## src/rtl/arb_pkg.sv

```systemverilog
// arb_pkg: shared state encoding and arbitration mode constants for arbitor_n
package arb_pkg;
  typedef enum logic [1:0] {IDLE, GRANT, RELEASE} state_t;
  localparam int ARB_FIXED = 0;
  localparam int ARB_RR = 1;
endpackage

```

## src/rtl/arbitor_n_if.sv

```systemverilog
// arbitor_n_if: request/grant bundle between requesters and the arbiter
// req/finish flow from the requester side; gnt, sel, busy, timeout_err, owner come back.
// master = requester/channel-manager side, slave = arbiter side.
interface arbitor_n_if #(
  parameter int NREQ = 3
);
  localparam int IW = $clog2(NREQ);
  logic [NREQ-1:0] req;
  logic [NREQ-1:0] gnt;
  logic [NREQ-1:0] sel;
  logic finish;
  logic busy;
  logic timeout_err;
  logic [IW-1:0] owner;
  modport master (output req, finish, input gnt, sel, busy, timeout_err, owner);
  modport slave (input req, finish, output gnt, sel, busy, timeout_err, owner);
endinterface

```

## src/rtl/arb_pick.sv

```systemverilog
// arb_pick: combinational winner picker, first set request at or above ptr (wrapping)
// req: request vector, ptr: search start index (tie to 0 for fixed priority)
// win: one-hot winner or 0, idx: binary index of the winner
module arb_pick #(
  parameter int NREQ = 3,
  localparam int IW = $clog2(NREQ)
) (
  input  logic [NREQ-1:0] req,
  input  logic [IW-1:0]   ptr,
  output logic [NREQ-1:0] win,
  output logic [IW-1:0]   idx
);
  logic [NREQ-1:0] rot;
  logic hit;
  // rotating the doubled vector puts index ptr at bit 0, so a plain priority encode wraps
  assign rot = NREQ'({req, req} >> ptr);
  always_comb begin
    idx = '0;
    hit = 1'b0;
    for (int i = NREQ - 1; i >= 0; i--)
      if (rot[i]) begin
        hit = 1'b1;
        idx = IW'((i + int'(ptr)) % NREQ);
      end
    win = hit ? NREQ'(1) << idx : '0;
  end
endmodule

```

## src/rtl/arbitor_n.sv

```systemverilog
// arbitor_n: N-way channel arbiter holding each grant until finish, with optional hold watchdog
// clk, rst: clock and asynchronous active-high reset
// bus (slave): req/finish in; gnt/sel one-hot registered, busy in GRANT,
//   timeout_err one-cycle pulse on forced release, owner = current/last owner index
module arbitor_n
  import arb_pkg::*;
#(
  parameter int NREQ = 3,
  parameter int RR_MODE = 1,
  parameter int TIMEOUT = 1024,
  parameter int CNT_W = 16
) (
  input logic clk,
  input logic rst,
  arbitor_n_if.slave bus
);
  localparam int IW = $clog2(NREQ);
  state_t state, state_nxt;
  logic [NREQ-1:0] gnt_q, win;
  logic [IW-1:0] owner_q, ptr_q, ptr_use, idx;
  logic [CNT_W-1:0] cnt_q;
  logic terr_q, take, expire;
  assign ptr_use = (RR_MODE == ARB_RR) ? ptr_q : '0;
  arb_pick #(.NREQ(NREQ)) u_pick (
    .req(bus.req),
    .ptr(ptr_use),
    .win(win),
    .idx(idx)
  );
  // finish has priority over the watchdog in the same cycle
  assign expire = (state == GRANT) && (TIMEOUT != 0) && !bus.finish && (cnt_q == CNT_W'(TIMEOUT - 1));
  always_comb begin
    state_nxt = state;
    take = 1'b0;
    case (state)
      IDLE: begin
        take = |bus.req;
        state_nxt = take ? GRANT : IDLE;
      end
      GRANT: state_nxt = (bus.finish || expire) ? RELEASE : GRANT;
      default: state_nxt = IDLE;
    endcase
  end
  always_ff @(posedge clk or posedge rst) begin
    if (rst) begin
      state <= IDLE;
      gnt_q <= '0;
      owner_q <= '0;
      ptr_q <= '0;
      cnt_q <= '0;
      terr_q <= 1'b0;
    end else begin
      state <= state_nxt;
      terr_q <= expire;
      if (take) begin
        gnt_q <= win;
        owner_q <= idx;
        ptr_q <= (idx == IW'(NREQ - 1)) ? '0 : idx + 1'b1;
        cnt_q <= '0;
      end else if (state == GRANT) begin
        gnt_q <= (state_nxt == GRANT) ? gnt_q : '0;
        cnt_q <= (&cnt_q) ? cnt_q : cnt_q + 1'b1;
      end
    end
  end
  assign bus.gnt = gnt_q;
  assign bus.sel = gnt_q;
  assign bus.busy = (state == GRANT);
  assign bus.timeout_err = terr_q;
  assign bus.owner = owner_q;
endmodule

```

## src/flat_wrapper.sv

```systemverilog
// flat-port wrapper written by rule: the top's interface ports become plain ports
module arbitor_n_flat import arb_pkg::*;
#(
  parameter int NREQ = 3,
  parameter int RR_MODE = 1,
  parameter int TIMEOUT = 1024,
  parameter int CNT_W = 16
)
  (clk, rst, bus_req, bus_finish, bus_gnt, bus_sel, bus_busy, bus_timeout_err, bus_owner);
  arbitor_n_if #(.NREQ(NREQ)) bus_i ();
  input logic clk;
  input logic rst;
  input wire logic [$bits(bus_i.req)-1:0] bus_req;
  input wire logic [$bits(bus_i.finish)-1:0] bus_finish;
  output wire logic [$bits(bus_i.gnt)-1:0] bus_gnt;
  output wire logic [$bits(bus_i.sel)-1:0] bus_sel;
  output wire logic [$bits(bus_i.busy)-1:0] bus_busy;
  output wire logic [$bits(bus_i.timeout_err)-1:0] bus_timeout_err;
  output wire logic [$bits(bus_i.owner)-1:0] bus_owner;
  assign bus_i.req = bus_req;
  assign bus_i.finish = bus_finish;
  assign bus_gnt = bus_i.gnt;
  assign bus_sel = bus_i.sel;
  assign bus_busy = bus_i.busy;
  assign bus_timeout_err = bus_i.timeout_err;
  assign bus_owner = bus_i.owner;
  arbitor_n #(.NREQ(NREQ), .RR_MODE(RR_MODE), .TIMEOUT(TIMEOUT), .CNT_W(CNT_W)) u_core (.clk(clk), .rst(rst), .bus(bus_i));
endmodule
```

## config.mk

```make
export PLATFORM = sky130hd
export DESIGN_NAME = arbitor_n_flat
export DESIGN_NICKNAME = d
export VERILOG_FILES = /design/src/rtl/arb_pkg.sv /design/src/rtl/arbitor_n_if.sv /design/src/rtl/arb_pick.sv /design/src/rtl/arbitor_n.sv /design/src/flat_wrapper.sv
export SDC_FILE = /design/constraint.sdc
export NUM_CORES = 1
export LEC_CHECK = 0
export CAP_MARGIN = 20
export CORE_MARGIN = 1.5
export CORE_UTILIZATION = 35
export CTS_BUF_LIST = sky130_fd_sc_hd__clkbuf_8
export DETAILED_ROUTE_END_ITERATION = 6
export HOLD_SLACK_MARGIN = 0.02
export SLEW_MARGIN = 20
export SYNTH_ARGS = -nofsm -noshare
export SYNTH_HDL_FRONTEND = slang
export SYNTH_SLANG_ARGS = --single-unit
```

## constraint.sdc

```tcl
create_clock -name clk -period 2.07 [get_ports clk]
set_input_delay 0.621 -clock clk [delete_from_list [all_inputs] [get_ports clk]]
set_output_delay 0.621 -clock clk [all_outputs]
set_load 0.02 [all_outputs]
```

==> results, run 1 <==
- The flow ran to the end, and the final reports show no timing, DRC or antenna violations.
- The worst-case headroom to the max-slew limit is 66.0%.
- The async set-reset flop share out of synthesis is 100%.
- For the worst setup path, the data required time is 1.45 ns.
- The number of antenna violations at the first check in global routing was 0.
- Summing the sequential cell areas from Yosys gives 41.9% of the chip area.
- In this run the standard cell core region covers 4320 um2.
- The initial detailed-routing violation count is 42.
- The worst path needs 1.97 ns of the cycle, external delays included.
- The total number of H-tree levels is 1.
- The portion of the clock cycle consumed by the worst path in the final layout is 95.1%.
- For this design, the slowest cell found on the critical path is sky130_fd_sc_hd__dfrtp_1.
- Walking the worst path, the cells encountered are nand2b_1 > inv_1 > dlygate4sd2_1.
- In this run the worst path has a maximum fanout of 4.
- The DRC violation count after routing is 0.
- The count of cells along the worst hold path is 2.
- The final route contains 1341 vias.
- The layout cell share with drive strength beyond 1 is 20.0%.
- The overall fraction of global-route tracks in use is 13.5%.
- The total routed wirelength is 3350 um.
- The pin slew with the least headroom to its limit is 0.506 ns.
- The area added between synthesis and finish is 26.4%.
- Before CTS, the worst setup slack after placement is -0.418 ns.
- In this run the critical register-to-register path is launched from u_core.ptr_q[0].
- The total half-perimeter wirelength after legalization and detailed placement is 2450 um.
- The non-filler instance count after layout is 247.
- The number of register bits inferred by synthesis is 26.
- The critical path launch point type is a flop.
- The worst path arrival time is 1.35 ns.
- The launch instance of the worst min-delay path is u_core.bus.owner[0].
- The iteration count of the initial detailed-routing pass is 4.
- Global routing finished with a remaining overflow of 0.
- For this run, the number of Yosys warnings is 0.
- The leakage power of the design is 0.855 nW.
- Setup repair after global routing left no endpoint under its margin.
- The number of pins exceeding their max-slew limit in the final report was 0.
- In the synthesized netlist the dominant register cell turns out to be sky130_fd_sc_hd__dfrtp_1.
- The count of flip-flops with a built-in enable after synthesis is 0.
- The endpoint of the worst-slack reg-to-reg timing path is u_core.bus.gnt[0].
- The congestion estimate from routability-driven global placement came to 0.895.
- The maximum number of pins on one net before global-route repair is 27.
- The final number of hold-violating endpoints came to 0.
- The number of cells on the worst reg-to-reg path is 7.
- The root cell of the clock tree is sky130_fd_sc_hd__clkbuf_8.
- The number of nets in the synthesized netlist is 175.
- The element type at the critical path end is a primary output.
- The category of cells accounting for the largest share of critical-path delay is buffers and inverters.
- The number of primary I/O pins is 16.
- The number of buffers added on ports is 15.
- The floorplan has 24 rows.
- After clock tree synthesis, the flow added hold-fix buffers numbering 0.
- The placed cell count is 239.
- The number of antenna diodes is 0.
- Together, buffers and inverters on the worst path number 2.
- The post-route worst setup slack is 0.102 ns.
- Counting the buffers created by CTS gives 3.
- The worst hold-check path type is flop to flop.
- The category of the most critical setup path is flop to primary output.
- The finished cells cover 1960 um2.
- The cell count after synthesis is 165.
- The endpoint of the worst hold path is u_core.bus.owner[0].
- In this run the horizontal extent of the chip is 69.6 um.
- The netlist area before placement is 1550 um2.
- The via-per-instance ratio is 5.43.
- The number of global-route vias before repair was 1231.
- The total die area is 4850 um2.
- The utilization after layout is 45.4%.
- TritonCTS built the clock tree.
- The longest clock path from root to sink contains 2 buffers.
- In this run the cell area measured after placement is 1840 um2.
- The critical path's largest stage delay is 0.41 ns.
- The worst-case IR drop observed on VDD is 0.676 mV.
- The minimum setup slack among reg-to-reg paths is 0.11 ns.
- Across the routed clock network, the largest skew measured is 0.000745 ns.
- The final setup violation count is 0.
- The wire length per cell is 13.5 um.
- The wire length of the first global-routing pass is 5440 um.
- The number of nets still failing antenna checks after routing is 0.
- At the later pin of the worst-skew pair, clock insertion delay measures 0.26 ns.
- The post-layout net count is 207.
- Dividing total power by cell area gives a power density of 1130 nW/um2.
- The starting density of the core is 35.9%.
- Static timing analysis puts the maximum clock frequency at 0.508 GHz.
- The count of cell types in the netlist is 47.
- In this run the vertical extent of the chip is 69.6 um.
- The average instance in the mapped netlist occupies 9.42 um2.
- The clock drives 26 sinks.
- Across the run, the number of max-cap violations was 0.
- After clock tree synthesis, the clock-pin slew on the worst setup and hold paths is 0.08 ns.
kinds of logic after synthesis:
group           synth area share, %
compound gates                 19.8
buf+inv                        5.64
flops                          41.9
xor+xnor                       2.82
simple gates                   23.3
fa+ha+maj                      3.22
mux                            3.38
power breakdown:
part / total [W] / internal, W / switching [W]
combinational: 0.00124 / 0.000582 / 0.000653
clock: 0.000270 / 0.000130 / 0.000140
sequential: 0.000710 / 0.000613 / 0.0000963
total: 0.00221 / 0.00133 / 0.000890
cell usage after synthesis, types with 2 or more instances:
cell type | number | area [um2]
sky130_fd_sc_hd__o311ai_0 | 2 | 17.5
sky130_fd_sc_hd__nand2_1 | 9 | 33.8
sky130_fd_sc_hd__nand4_1 | 3 | 18.8
sky130_fd_sc_hd__clkbuf_1 | 4 | 15.0
sky130_fd_sc_hd__o211ai_1 | 5 | 37.5
sky130_fd_sc_hd__xnor2_1 | 2 | 17.5
sky130_fd_sc_hd__nor2_1 | 15 | 56.3
sky130_fd_sc_hd__nand2b_1 | 2 | 12.5
sky130_fd_sc_hd__ha_1 | 4 | 50.1
sky130_fd_sc_hd__nor3_1 | 6 | 30.0
sky130_fd_sc_hd__mux2_2 | 2 | 22.5
sky130_fd_sc_hd__o21a_1 | 2 | 15.0
sky130_fd_sc_hd__and3b_1 | 3 | 26.3
sky130_fd_sc_hd__o31ai_1 | 5 | 37.5
sky130_fd_sc_hd__mux2i_1 | 3 | 30.0
sky130_fd_sc_hd__nand3_1 | 14 | 70.1
sky130_fd_sc_hd__o21ai_0 | 10 | 50.1
sky130_fd_sc_hd__inv_1 | 9 | 33.8
sky130_fd_sc_hd__o2111ai_1 | 2 | 17.5
sky130_fd_sc_hd__dfrtp_1 | 26 | 651
sky130_fd_sc_hd__a32o_1 | 2 | 20.0
sky130_fd_sc_hd__buf_4 | 3 | 22.5
sky130_fd_sc_hd__nor4_1 | 4 | 25.0
sky130_fd_sc_hd__xor2_1 | 3 | 26.3
sky130_fd_sc_hd__or3_1 | 3 | 18.8
worst min-delay path: stages, from the launching register on:
cell and delay (ns):
sky130_fd_sc_hd__dfrtp_1 0.35, sky130_fd_sc_hd__nand2_1 0.05, sky130_fd_sc_hd__nand2_1 0.06
metrics by stage:
stage	hold WS [ns]	total power [W]	setup TNS, ns
4_1_cts	0.487	0.00212	-0.000799
5_1_grt	0.506	0.00237	0
2_1_floorplan	0.490	0.00143	0
3_5_place_dp	0.464	0.00180	-4.69
6_report	0.481	0.00221	0
3_3_place_gp	0.466	0.00177	-4.24
layout make-up:
| type | count | area, um2 |
|---|---|---|
| clock buffers | 3 | 41.3 |
| fillers | 423 | 2360 |
| inverters | 9 | 33.8 |
| multi-input cells | 121 | 857 |
| flip-flops and latches | 26 | 653 |
| well taps | 52 | 65.1 |
| repair buffers | 36 | 314 |
cells in the final DEF, fill, tap and decap left out, types with 2 or more instances in the layout:
cell,synthesis,routed
sky130_fd_sc_hd__o2111ai_1,2,2
sky130_fd_sc_hd__dlymetal6s2s_1,0,2
sky130_fd_sc_hd__nor2_1,15,14
sky130_fd_sc_hd__xnor2_1,2,2
sky130_fd_sc_hd__a32o_1,2,2
sky130_fd_sc_hd__o211ai_1,5,5
sky130_fd_sc_hd__clkdlybuf4s50_1,0,11
sky130_fd_sc_hd__dlygate4sd2_1,0,2
sky130_fd_sc_hd__inv_1,9,8
sky130_fd_sc_hd__nor3_1,6,6
sky130_fd_sc_hd__nor4_1,4,4
sky130_fd_sc_hd__buf_4,3,20
sky130_fd_sc_hd__nand4_1,3,3
sky130_fd_sc_hd__nand2b_1,2,2
sky130_fd_sc_hd__nand3_1,14,14
sky130_fd_sc_hd__mux2i_1,3,3
sky130_fd_sc_hd__o21a_1,2,2
sky130_fd_sc_hd__or3_1,3,3
sky130_fd_sc_hd__o21ai_0,10,10
sky130_fd_sc_hd__xor2_1,3,3
sky130_fd_sc_hd__dfrtp_2,0,2
sky130_fd_sc_hd__o31ai_1,5,5
sky130_fd_sc_hd__and3b_1,3,3
sky130_fd_sc_hd__mux2_2,2,2
sky130_fd_sc_hd__ha_1,4,4
sky130_fd_sc_hd__nand2_1,9,9
sky130_fd_sc_hd__clkbuf_8,0,3
sky130_fd_sc_hd__dfrtp_1,26,24
per-layer routing:
metal	up-vias	part of all wire, %	global-route usage, %
li1	673	-	-
met1	648	48	17.5
met2	16	49	23.3
met3	4	2.0	1.89
met4	0	0.99	4.49
met5	-	0	0
repair_timing:
action | in CTS | in global routing
gates resized for setup | 8 | 8
setup endpoints to repair | 7 | 14
pin swaps | 2 | 4
buffers inserted | 0 | 5
worst max path at each step:
| stage | cells past startpoint | from | end |
|---|---|---|---|
| after CTS | 7 | bus_req[1] | u_core.bus.gnt[2] |
| final | 3 | u_core.state[1] | bus_busy |
| after global placement | 6 | bus_req[0] | u_core.bus.gnt[0] |
| after global routing | 6 | u_core.cnt_q[0] | u_core.cnt_q[5] |
| after detailed placement | 6 | bus_req[0] | u_core.bus.gnt[0] |
| after floorplan | 5 | bus_req[0] | u_core.bus.gnt[0] |
registers in the layout (all words and copies together) (netlist names):
name                    count
u_core.bus.gnt              3
u_core.state                2
u_core.cnt_q               16
u_core.bus.owner            2
u_core.ptr_q                2
u_core.bus.timeout_err      1
(Power assumes the default switching activity.)
==> run 2, diff against run 1 <==
Settings changed: HOLD_SLACK_MARGIN 0.02 to 0.1.
==> results of run 2 <==
Same layout as run 1: the final DEF is identical, and so are final timing and power.
==> run 3, diff against run 2 <==
Settings changed: DONT_BUFFER_PORTS set to 1.
==> run 3 against run 2 <==
Effect of this change: wire length rose by 1.6%; count of clock-buffer cells in the layout did not move; clock power rose by 4%; critical path depth rose by 3; hold slack got worse by 0.20 ns; die area did not move; total power fell by 10%; first-iteration DRC count rose by 26%; register-to-register slack got worse by 0.05 ns; maximum frequency fell by 2.1%; via count fell by 3.8%; core utilization fell by 6.2 points.
==> results, run 3 (synthesized netlist as in run 1, its figures left out) <==
- After legalization and detailed placement, the total HPWL measured 2380 um.
- The worst-case IR drop observed on VDD is 0.366 mV.
- The critical path launch point type is a flop.
- Counting along the longest clock path gives a buffer depth of 2.
- Setup violations remaining at the end of the flow were counted as 0.
- Grouping stages by cell kind, the critical path spends the most delay in simple AND/OR/NAND/NOR gates.
- The total die area is 4850 um2.
- For this run the aggregate overflow at the end of global routing stands at 0.
- The number of pins exceeding their max-slew limit in the final report is 0.
- The count of buffer and inverter cells on the critical path is 1.
- The clock insertion delay at the later pin of the skew report is 0.27 ns.
- The library cells used most frequently in the layout, excluding fill and tap cells, are 24 x sky130_fd_sc_hd__dfrtp_1, 15 x sky130_fd_sc_hd__nor2_1, 14 x sky130_fd_sc_hd__nand3_1.
- The wire length per cell is 15.5 um.
- CTS saw 26 sinks.
- The portion of the clock cycle consumed by the worst path in the final layout is 97.1%.
- The final number of hold-violating endpoints is 0.
- The floorplan step set the die height to 69.6 um.
- Ranked by flip-flop count, first place goes to u_core.cnt_q.
- In this run the worst path has a maximum fanout of 8.
- The layout cell share with drive strength beyond 1 is 14.3%.
- The register with the most flip-flops in the layout has 16 of them.
- The critical path's largest stage delay is 0.47 ns.
- The post-route standard cell area excluding fillers is 1700 um2.
- The cell at the slowest stage of the critical path is sky130_fd_sc_hd__dfrtp_2.
- The fill cell total of the finished layout is 443.
- The first detailed-routing pass took 4 iterations.
- The placed instances occupy a cell area of 1610 um2.
- In this run the tool buffered the top-level ports with 0 buffer cells.
- Clock skew on the completed layout was measured at 0.00509 ns.
- The worst setup path is captured at a flop.
- The detailed router placed 1290 vias in this run.
- The count of nets left with antenna violations once routing finished came out at 0.
- The placeable core region is 4320 um2.
- The leakage power of the design is 0.714 nW.
- TritonCTS built the clock tree.
- The power per standard cell area is 1170 nW/um2.
- The number of global-route vias before repair came to 1264.
- The worst setup path is of the flop to flop kind.
- The area added between synthesis and finish is 9.18%.
- After the first detailed-routing iteration, the DRC count stood at 53.
- For this run, the post-layout net count is 180.
- The worst endpoint required time is 2.23 ns.
- The tool flagged a number of max-cap violations equal to 0.
- The worst path arrival time is 2.17 ns.
- Leaving out fill and tap cells, the most frequent cell in the layout is sky130_fd_sc_hd__dfrtp_1.
- The number of antenna diodes is 0.
- During I/O placement, the number of pins put on the boundary was 16.
- Timing would allow up to 0.497 GHz.
- The signal on the critical path passes through buf_4 > or3b_2 > o211ai_1 > a311oi_2 > or2_2 > a32o_1.
- Measured along the x axis, the die boundary spans 69.6 um.
- The overall fraction of global-route tracks in use is 14.4%.
- The DRC violation count after routing is 0.
- The maximum number of pins on one net before global-route repair is 27.
- The pin slew with the least headroom to its limit is 0.530 ns.
- After clock tree synthesis, the clock-pin slew on the worst setup and hold paths is 0.09 ns.
- The total number of placement rows is 24.
- The total number of H-tree levels is 1.
- The run finished with clean final reports.
- The total routed wirelength is 3400 um.
- The via-per-instance ratio is 5.86.
- The number of antenna violations at the first check in global routing came to 0.
- The design draws 0.00199 W.
- The initial utilization of the core area, before any placement, comes to 35.9%.
- The number of buffers added by the clock tree synthesis step is 3.
- At the end of routability-driven placement, the weighted congestion stood at 0.901.
- The wire length of the first global-routing pass is 5820 um.
- The root cell of the clock tree is sky130_fd_sc_hd__clkbuf_8.
- In this run the worst hold path is classified as primary input to asynchronous set/reset pin.
- The smallest clock period supported by the final layout is computed as 2.01 ns.
- The worst-case headroom to the max-slew limit is 64.3%.
==> run 3: timing repair <==
action                                  CTS  global route
endpoints found under the setup margin    5             7
setup buffers                             0             3
hold buffers                              0             0
pin swaps                                 0             0
resized for setup                         2             5
==> run 3: final timing paths <==
kind	startpoint	endpoint	slack [ns]	cells past startpoint
hold / removal	rst	u_core.cnt_q[12]	0.28	2
setup / recovery	u_core.ptr_q[0]	u_core.bus.gnt[0]	0.06	6
max in group asynchronous	rst	u_core.ptr_q[0]	1.51	2
hold reg to reg	u_core.cnt_q[0]	u_core.cnt_q[0]	0.54	1
setup reg to reg	u_core.ptr_q[0]	u_core.bus.gnt[0]	0.06	6
min in group clk	bus_finish	u_core.bus.timeout_err	0.43	1
==> run 3: area by class of cell <==
type / count / area [um2] / share of cell area [%]
Multi-Input combinational cell: 121 / 836 / 49.3
Sequential cell: 26 / 653 / 38.5
Timing Repair Buffer: 9 / 67.6 / 3.98
Tap cell: 52 / 65.1 / 3.83
Clock buffer: 3 / 41.3 / 2.43
Inverter: 9 / 33.8 / 1.99
==> run 3: where the power goes <==
part	internal [W]	switching [W]	total, W
clock network	0.000130	0.000152	0.000282
logic	0.000397	0.000516	0.000913
registers	0.000612	0.000183	0.000795
total	0.00114	0.000850	0.00199
==> run 3: metrics by stage <==
| stage | hold WS [ns] | utilization, % | setup TNS (ns) | setup slack, ns | std cells |
|---|---|---|---|---|---|
| CTS | 0.298 | 38.3 | 0 | 0.0491 | 217 |
| finish | 0.284 | 39.2 | 0 | 0.0596 | 220 |
| global placement | 0.512 | 37.2 | 0 | 0.0553 | 214 |
| global route | 0.326 | 39.2 | -0.0187 | -0.0135 | 220 |
| floorplan | 0.490 | - | 0 | 0.189 | 165 |
| detailed placement | 0.538 | 37.2 | -0.160 | -0.0543 | 214 |
==> run 3: layer usage <==
layer / vias up / routed length (um) / track usage (%)
li1: 621 / - / -
met1: 634 / 1450 / 18.6
met2: 28 / 1740 / 24.1
met3: 7 / 153 / 2.47
met4: 0 / 53 / 5.34
met5: - / 0 / 0
